==> config.mk <==
export PLATFORM = sky130hd
export DESIGN_NAME = trap_ctrl
export DESIGN_NICKNAME = d
export VERILOG_FILES = /design/src/rtl/trap_ctrl.sv
export SDC_FILE = /design/constraint.sdc
export NUM_CORES = 1
export LEC_CHECK = 0
export ABC_CLOCK_PERIOD_IN_PS = 1790
export CAP_MARGIN = 20
export CORE_AREA = 2 2 104 106
export CTS_BUF_LIST = sky130_fd_sc_hd__clkbuf_8 sky130_fd_sc_hd__clkbuf_16
export DETAILED_ROUTE_END_ITERATION = 6
export DIE_AREA = 0 0 106 108
export DONT_BUFFER_PORTS = 1
export GPL_TIMING_DRIVEN = 0
export SLEW_MARGIN = 20
export SYNTH_ARGS = -nofsm -noshare
export SYNTH_HDL_FRONTEND = slang
export SYNTH_SLANG_ARGS = --single-unit
==> constraint.sdc <==
create_clock -name clk -period 1.79 [get_ports clk]
set_clock_uncertainty 0.2 [all_clocks]
set_input_delay 0.358 -clock clk [delete_from_list [all_inputs] [get_ports clk]]
set_output_delay 0.358 -clock clk [all_outputs]
set_load 0.01 [all_outputs]
==> src/rtl/trap_ctrl.sv <==
// Trap sequencer between the MEM stage and csr: arbitrates exceptions against the
// external interrupt, feeds csr for one commit cycle, then flushes and redirects.
module trap_ctrl #(
   parameter int SYNC_STAGES = 2,
   parameter bit IRQ_LEVEL   = 1'b1
) (
   input  logic        clk,
   input  logic        rst,
   input  logic        int_req_i,
   input  logic        inst_valid_i,
   input  logic [31:0] inst_addr_i,
   input  logic        ecall_i,
   input  logic        illegal_i,
   input  logic        mret_i,
   input  logic        stall_i,
   input  logic [31:0] mstatus_i,
   input  logic [31:0] mie_i,
   input  logic [31:0] mtvec_i,
   input  logic [31:0] mepc_i,
   output logic [31:0] excepttype_o,
   output logic        int_o,
   output logic [31:0] current_inst_addr_o,
   output logic        flush_o,
   output logic [31:0] new_pc_o,
   output logic        stallreq_o
);
   // state      | meaning
   // S_IDLE     | watching MEM stage for a trap or a deliverable interrupt
   // S_TAKE     | one cycle presenting code/addr to csr, which commits at its end
   // S_REDIRECT | flush + redirect PC, held while the pipeline is stalled
   typedef enum logic [1:0] {
      S_IDLE     = 2'd0,
      S_TAKE     = 2'd1,
      S_REDIRECT = 2'd2
   } state_t;

   localparam logic [3:0] C_ILL   = 4'hA;
   localparam logic [3:0] C_ECALL = 4'h8;
   localparam logic [3:0] C_MRET  = 4'hE;
   localparam logic [3:0] C_IRQ   = 4'h1;

   state_t                 r_state;
   state_t                 w_state_nxt;
   logic [SYNC_STAGES-1:0] r_sync;
   logic                   r_irq_prev;
   logic                   r_pend;
   logic [3:0]             r_code;
   logic [3:0]             w_code;
   logic [31:0]            r_addr;
   logic                   w_irq_s;
   logic                   w_pend;
   logic                   w_int_en;
   logic                   w_detect;
   logic                   w_unused;

   assign w_irq_s  = r_sync[SYNC_STAGES-1];
   assign w_pend   = IRQ_LEVEL ? w_irq_s : r_pend;
   assign w_int_en = mstatus_i[3] & mie_i[11];
   assign w_unused = ^{mstatus_i[31:4], mstatus_i[2:0], mie_i[31:12], mie_i[10:0]};

   always_ff @(posedge clk or negedge rst) begin
      if (!rst) begin
         r_sync     <= '0;
         r_irq_prev <= 1'b0;
         r_pend     <= 1'b0;
      end else begin
         r_sync     <= {r_sync[SYNC_STAGES-2:0], int_req_i};
         r_irq_prev <= w_irq_s;
         // a fresh edge outranks the clear from an interrupt being taken
         if (w_irq_s && !r_irq_prev)
            r_pend <= 1'b1;
         else if (r_state == S_TAKE && r_code == C_IRQ)
            r_pend <= 1'b0;
      end
   end

   // rst gates detect so every output is 0 while reset is held
   always_comb begin
      w_code   = C_IRQ;
      w_detect = 1'b0;
      if (rst && r_state == S_IDLE && inst_valid_i && !stall_i) begin
         if (illegal_i) begin
            w_code   = C_ILL;
            w_detect = 1'b1;
         end else if (ecall_i) begin
            w_code   = C_ECALL;
            w_detect = 1'b1;
         end else if (mret_i) begin
            w_code   = C_MRET;
            w_detect = 1'b1;
         end else if (w_pend && w_int_en) begin
            w_code   = C_IRQ;
            w_detect = 1'b1;
         end
      end
   end

   always_ff @(posedge clk or negedge rst) begin
      if (!rst) begin
         r_state <= S_IDLE;
         r_code  <= 4'h0;
         r_addr  <= 32'h0;
      end else begin
         r_state <= w_state_nxt;
         if (w_detect) begin
            r_code <= w_code;
            r_addr <= inst_addr_i;
         end
      end
   end

   always_comb begin
      w_state_nxt         = r_state;
      excepttype_o        = 32'h0;
      int_o               = 1'b0;
      current_inst_addr_o = 32'h0;
      flush_o             = 1'b0;
      new_pc_o            = 32'h0;
      stallreq_o          = w_detect;
      case (r_state)
         S_IDLE: begin
            if (w_detect)
               w_state_nxt = S_TAKE;
         end
         S_TAKE: begin
            excepttype_o        = {28'h0, r_code};
            int_o               = (r_code == C_IRQ);
            current_inst_addr_o = r_addr;
            stallreq_o          = 1'b1;
            w_state_nxt         = S_REDIRECT;
         end
         S_REDIRECT: begin
            flush_o    = 1'b1;
            new_pc_o   = (r_code == C_MRET) ? mepc_i : mtvec_i;
            stallreq_o = 1'b1;
            if (!stall_i)
               w_state_nxt = S_IDLE;
         end
         default: w_state_nxt = S_IDLE;
      endcase
   end
endmodule

# --- Yosys cells after proc, flatten, opt, wreduce, memory -nomap -nowiden ---
# Cells that the tools add are included.
totals:
  reg_bits: 40
  in_bits: 168
  word_cells: 38
op_classes:
  eq_ne: 6
  muxes: 19
  bitwise_logic: 1
  reduce_logical: 8
ops:
  columns: ["op", "n"]
  rows:
  - ["32-bit two-way mux", 3]
  - ["4-bit two-way mux", 5]
  - ["1-bit two-way mux", 8]
  - ["2-bit one-hot mux with 3 select lines", 1]
  - ["4-bit by 1-bit equality test with 1-bit output (second input constant)", 1]
  - ["4-bit equality test (second input constant)", 1]
  - ["1-bit logical AND", 4]
  - ["2-bit two-way mux", 2]
  - ["2-bit != test (second input constant)", 2]
  - ["2-bit by 1-bit equality test with 1-bit output (second input constant)", 1]
  - ["2-bit equality test (second input constant)", 1]
  - ["2-bit zero test", 1]
  - ["2-bit AND reduction", 1]
  - ["2-bit OR reduction", 1]
  - ["1-bit AND", 1]
  - ["1-bit zero test", 1]

# --- Logic depth before layout (Yosys ltp) ---
# Gate-level depths: netlist of run 1.
depth:
  depth_word: 9
  depth_mapped: 6
  ltp_nobuf: 5

# --- Worst setup path before layout of run 1 ---
# OpenSTA, ideal clock, no wires.
synth_timing:
  path_type: "reg2out"
  startpoint: "reg r_state[1]"
  endpoint: "out int_o"
  arrival_time_ns: 1.481
  path_slack_ns: -0.249
  path_stages_with_launch: 6
  path_cell_list: "dfrtp_1 > inv_1 > ha_1 > clkbuf_1 > and2_1 > nor4b_1"
synth_between:
  elab_chain_len: 2
synth_rtl:
  columns: ["element", "line", "text"]
  rows:
  - ["start, declared", "42", "state_t r_state;"]
  - ["start signal, assigned", "104", "r_state <= w_state_nxt;"]
  - ["2-bit by 1-bit equality test with 1-bit output", "120", "case (r_state)"]
  - ["1-bit two-way mux", "120", null]
  - ["end, declared", "21", "output logic int_o,"]
# No other way between the ends.

# --- Worst setup path after layout of run 1 ---
layout_timing:
  startpoint: "reg r_code[0]"
  endpoint: "out new_pc_o[6]"
layout_between:
  elab_chain_len: 3
layout_rtl:
  columns: ["element", "line", "text"]
  rows:
  - ["start, declared", "47", "logic [3:0] r_code;"]
  - ["start signal, assigned", "106", "r_code <= w_code;"]
  - ["4-bit equality test", "134", "new_pc_o = (r_code == C_MRET) ? mepc_i : mtvec_i;"]
  - ["32-bit two-way mux", "134", null]
  - ["32-bit two-way mux", "120", null]
  - ["end, declared", "24", "output logic [31:0] new_pc_o,"]
# No other way between the ends.

==> out/qor.csv, run 1 <==
metric,value,unit
holdWs,13.77,ps
clk_path_buf_depth,2,
drt_iter0_drc,85,
drv_slew,0,
synth_edf_count,0,
synth_area_leaders,"dfrtp_1 37%, mux2_2 13%, nand2_1 9.0%",
period_share,117.9,%
fin_crit,2110,ps
ctsHtreeMaxLevel,2,
fillers,954,
numCtsBuffers,5,
dp_hpwl,6.348,mm
grt_pass1_wl,13.01,mm
power.internal,0.003780,W
worstPathRequired,1230,ps
timing.critical_path.buf_inv,2,
drv_cap,0,
clkPwrFrac,9.4,%
hp-class,in2reg,
avgRoutedWirePerCell,18.53,um
crit_path_end_kind,output port,
rsz0062_at_grt,yes,
gp_congestion,0.7305,
ir_worst_vdd,0.0006113,V
final_util,42.55,%
syn_to_final_growth,59.95,%
path_class,reg2out,
ys_seq_area_share,36.78,%
max_freq,474.0,MHz
final_area,4353,um^2
crit_fanout,7,
drc,0,
clockRootBuffer,clkbuf_8,
io_pins,267,
coreArea,10230,um^2
synthCells,294,
fin_ws,-319.6,ps
netlist_area,2721,um^2
leakage,2.006,nW
grt_start_max_net_pins,41,
drive_gt1_share,61.29,%
routed_wl,9.413,mm
vias,2347,
final_cell_mix,"49 x buf_4, 47 x nand2_1, 37 x dfrtp_1, 36 x and2_4, 29 x mux2_4",
clock_sinks,40,
pwr-share-comb,63.4,%
first_global_vias,2308,
max_stage_delay,390,ps
crit_chain,"and4b_1, buf_6, buf_6, nand2_2, a21boi_4",
cellPowerDensity,1361,nW/um^2
grt.overflow.total,0,
dpl_cell_area,3102,um^2
die_h,108,um
fin_nets,544,
total_power,0.005926,W
setup_violations,104,
violations,negative setup slack,
cts_tree,done,
yosysWarnings,0,
clkTransAtPathRegs,70,ps
arrival,1550,ps
num_rows,37,
grtUsageTotal,15.08,%
start_util,26.60,%
synth_top_area_cell,dfrtp_1,
p_sw_share,36.21,%
setup_tns,-24410,ps
p_sw,0.002146,W
antenna_found_initial,0,
antennaDiodeCount,0,
status,"complete, but fails checks",
first_pass_iters,4,
io_buffers,0,
die-area,11450,um^2
start_kind,register,
yosys.area.top_type_share,36.78,%
synth-seq-cells,40,
clk_latency,280,ps
layout_commonest_cell,buf_4,
crit_family,flip-flops,
synth_ff_type,dfrtp_1,
cp_slowest_cell,dfrtp_1,
die_w,106,um
cpMostUsedCell,buf_6,
synth_cell_type_count,34,
postRouteAntennaNets,0,
hold_violations,0,
async_reset_ff_share,100.0,%
avgSynthCellArea,9.256,um^2
seqPwrFrac,27.3,%
via_per_inst,4.620,
cells in the mapped netlist (3+ instances only):
cell type / count
nand2_1: 65
dfrtp_1: 40
and2_1: 36
mux2_2: 32
buf_4: 28
a21boi_0: 24
clkbuf_1: 11
a21boi_1: 8
nand3_1: 5
buf_2: 4
ha_1: 4
a21oi_1: 3
and3_1: 3
buf_6: 3
inv_1: 3
o21ai_0: 3
logic make-up (layout without fill, tap and decap cells):
family	Yosys count	count (layout)	share of synthesized area, %
compound gates	46	46	12.83
fa+ha+maj	4	4	1.839
buf+inv	49	100	11.63
flops	40	40	36.78
mux	32	32	13.24
other cells	1	28	0.1378
simple gates	122	122	23.54
flip-flops by register name, indices dropped and copies added (netlist names):
| name | count |
|---|---|
| r_addr | 32 |
| r_code | 4 |
| r_state | 2 |
| r_sync | 2 |
final cells by class:
class	instances	area, um^2	share of cell area [%]
Tap cell	136	170.2	3.909
Sequential cell	40	1005	23.08
Buffer	45	461.7	10.61
Inverter	3	11.26	0.2587
Clock buffer	5	68.82	1.581
Timing Repair Buffer	45	504.2	11.58
Clock inverter	2	8.758	0.2012
Multi-Input combinational cell	232	2123	48.78
what timing repair did:
action / CTS / global route
endpoints found under the setup margin: 102 / 105
resized for setup: 165 / 42
setup buffers: 13 / 16
pin swaps: 12 / 27
cloned: 6 / 2
hold buffers: 3 / 6
endpoints found under the hold margin: 41 / 6
stage by stage:
step / std cells / worst slack (ps)
6_report: 508 / -319.6
5_1_grt: 508 / -381.5
4_1_cts: 485 / -333.3
3_5_place_dp: 457 / -468.4
3_3_place_gp: 457 / -431.6
2_1_floorplan: 321 / -54.33
routing by layer:
metal / GRT usage, % / routed length [um] / vias to the layer above
li1: - / - / 1082
met1: 15.07 / 3159 / 1119
met2: 24.98 / 4476 / 139
met3: 12.12 / 1727 / 7
met4: 2.726 / 49 / 0
met5: 0 / 0 / -
path summary, 6_finish.rpt:
| kind | from | end | slack [ps] | depth (start not counted) |
|---|---|---|---|---|
| setup / recovery | r_code[0] | new_pc_o[6] | -320 | 5 |
| hold / removal | inst_addr_i[23] | r_addr[23] | 10 | 1 |
| setup reg to reg | r_state[0] | r_addr[18] | -310 | 9 |
| hold reg to reg | r_sync[0] | r_sync[1] | 160 | 0 |
| max in group asynchronous | rst | r_code[3] | 840 | 2 |
| min in group asynchronous | rst | r_addr[16] | 340 | 2 |
worst reg2reg max path: cells and delay by family (launching register included):
family / cells / cell delay, ps
simple gates: 1 / 110
fa+ha+maj: 1 / 150
compound gates: 1 / 180
flops: 1 / 430
mux: 1 / 290
buf+inv: 5 / 620
power by group through the flow:
stage / combinational, W / sequential [W] / clock [W]
after floorplan: 0.00179 / 0.00151 / 0
after global placement: 0.00213 / 0.00158 / 0
after detailed placement: 0.00218 / 0.00159 / 0
after CTS: 0.00336 / 0.00163 / 0.000589
after global routing: 0.00401 / 0.00167 / 0.000618
final: 0.00376 / 0.00162 / 0.000555
Power figures use the tool's default switching activity.
==> inputs of run 2 (changes only) <==
--- a/config.mk
+++ b/config.mk
@@ -12,7 +12,7 @@
 export DETAILED_ROUTE_END_ITERATION = 6
 export DIE_AREA = 0 0 106 108
 export DONT_BUFFER_PORTS = 1
-export GPL_TIMING_DRIVEN = 0
+export REMOVE_ABC_BUFFERS = 1
 export SLEW_MARGIN = 20
 export SYNTH_ARGS = -nofsm -noshare
 export SYNTH_HDL_FRONTEND = slang
==> out/qor.csv, run 2 (same netlist as run 1, synthesis figures left out) <==
metric,value,unit,change
leakage,1.932,nW,was 2.006 nW
io_buffers,0,,unchanged
via_per_inst,4.671,,was 4.620
drt_iter0_drc,64,,was 85
max_freq,467.0,MHz,was 474.0 MHz
power.internal,0.004054,W,was 0.003780 W
antennaDiodeCount,0,,unchanged
vias,2387,,was 2347
numCtsBuffers,5,,unchanged
start_util,26.60,%,unchanged
clk_path_buf_depth,2,,unchanged
crit_chain,"and4b_2, buf_12, nand2_1, a21boi_1, buf_4",,"was and4b_1, buf_6, buf_6, nand2_2, a21boi_4"
grt_pass1_wl,12.97,mm,was 13.01 mm
clockRootBuffer,clkbuf_8,,unchanged
timing.critical_path.buf_inv,2,,unchanged
syn_to_final_growth,56.37,%,was 59.95%
die-area,11450,um^2,unchanged
rsz0062_at_grt,yes,,unchanged
die_w,106,um,unchanged
postRouteAntennaNets,0,,unchanged
p_sw_share,34.83,%,was 36.21%
first_pass_iters,4,,unchanged
antenna_found_initial,0,,unchanged
drc,0,,unchanged
gp_congestion,0.7753,,was 0.7305
grt_start_max_net_pins,41,,unchanged
final_util,41.59,%,was 42.55%
period_share,119.6,%,was 117.9%
start_kind,register,,unchanged
crit_family,simple AND/OR/NAND/NOR gates,,was flip-flops
num_rows,37,,unchanged
largest_register_ffs,32,,unchanged
status,"complete, but fails checks",,unchanged
crit_path_end_kind,output port,,unchanged
clock_sinks,40,,unchanged
first_global_vias,2362,,was 2308
drv_slew,0,,unchanged
fin_nets,546,,was 544
max_stage_delay,380,ps,was 390 ps
drv_cap,0,,unchanged
layout_commonest_cell,nand2_1,,was buf_4
p_sw,0.002166,W,was 0.002146 W
largest-register,r_addr,,unchanged
final_cell_mix,"56 x nand2_1, 41 x buf_4, 40 x dfrtp_1, 37 x and2_4, 32 x mux2_4",,"was 49 x buf_4, 47 x nand2_1, 37 x dfrtp_1, 36 x and2_4, 29 x mux2_4"
grt.overflow.total,0,,unchanged
setup_tns,-29020,ps,was -24410 ps
clkPwrFrac,12.0,%,was 9.4%
arrival,1580,ps,was 1550 ps
cellPowerDensity,1462,nW/um^2,was 1361 nW/um^2
avgRoutedWirePerCell,18.72,um,was 18.53 um
clk_latency,290,ps,was 280 ps
reg_top3,"r_addr: 32 flops, r_code: 4 flops",,unchanged
seqPwrFrac,25.9,%,was 27.3%
dp_hpwl,6.384,mm,was 6.348 mm
fillers,990,,was 954
violations,negative setup slack,,unchanged
holdWs,8.838,ps,was 13.77 ps
fin_crit,2141,ps,was 2110 ps
cp_slowest_cell,dfrtp_1,,unchanged
grtUsageTotal,14.92,%,was 15.08%
path_class,reg2out,,unchanged
routed_wl,9.565,mm,was 9.413 mm
crit_fanout,16,,was 7
dp_worst_setup_slack,-145.4,ps,was -468.4 ps
ctsHtreeMaxLevel,2,,unchanged
hold_violations,0,,unchanged
die_h,108,um,unchanged
worstPathRequired,1230,ps,about the same
cts_tree,done,,unchanged
setup_violations,105,,was 104
coreArea,10230,um^2,unchanged
pwr-share-comb,62.0,%,was 63.4%
clkTransAtPathRegs,90,ps,was 70 ps
ir_worst_vdd,0.0008419,V,was 0.0006113 V
io_pins,267,,unchanged
total_power,0.006221,W,was 0.005926 W
drive_gt1_share,51.47,%,was 61.29%
fin_ws,-351.5,ps,was -319.6 ps
hp-class,in2reg,,unchanged
[run 2: worst reg2reg max path, stage by stage, from the launching register on]
cell and delay [ps]:
dfrtp_1 410, buf_6 130, inv_4 50, buf_6 100
ha_4 140, nand4b_4 100, a21oi_4 170, buf_8 130
buf_12 130, buf_16 140, mux2_4 300
[run 2: final cells by class]
| type | count | area [um^2] | share of cell area (%) |
|---|---|---|---|
| clock buffer | 5 | 68.82 | 1.617 |
| clock inverter | 3 | 42.54 | 0.9997 |
| inverter | 3 | 13.76 | 0.3234 |
| sequential | 40 | 1001 | 23.52 |
| multi-input combinational | 232 | 1884 | 44.28 |
| timing repair buffer | 92 | 1075 | 25.26 |
| tap | 136 | 170.2 | 3.999 |
[run 2: path summary, 6_finish.rpt]
check,to,slack (ps),cells after the start,startpoint
min reg2reg,r_sync[1],170,0,r_sync[0]
max,new_pc_o[8],-350,5,r_code[0]
min,r_addr[7],9,1,inst_addr_i[7]
max reg2reg,r_addr[11],-320,10,r_state[1]
min in group asynchronous,r_addr[30],320,2,rst
max in group asynchronous,r_addr[9],860,2,rst
[run 2: power groups by stage]
| stage | sequential (W) | combinational (W) | clock [W] |
|---|---|---|---|
| after floorplan | 0.00148 | 0.00147 | 0 |
| after global placement | 0.00153 | 0.00224 | 0 |
| after detailed placement | 0.00155 | 0.00229 | 0 |
| after CTS | 0.00160 | 0.00342 | 0.000771 |
| after global routing | 0.00166 | 0.00410 | 0.000810 |
| final | 0.00161 | 0.00386 | 0.000748 |
[run 2: timing repair]
action / CTS / global route
endpoints found under the hold margin: 47 / 13
hold buffers: 9 / 13
buffers inserted: 11 / 8
pin swaps: 4 / 8
resized for setup: 134 / 39
gates cloned: 5 / 4
endpoints found under the setup margin: 104 / 108
[run 2: through the flow]
| step | cells | instance area (um^2) |
|---|---|---|
| final | 511 | 4255 |
| after global routing | 511 | 4255 |
| after CTS | 492 | 3921 |
| after detailed placement | 460 | 3105 |
| after global placement | 460 | 3105 |
| after floorplan | 275 | 2517 |
[run 2: routing by layer]
layer  track usage, %  vias up  wire [um]
li1                 -     1078          -
met5                0        -          0
met4            4.699        0        178
met2            28.57      147       5236
met3            4.762       10        770
met1            15.47     1152       3380
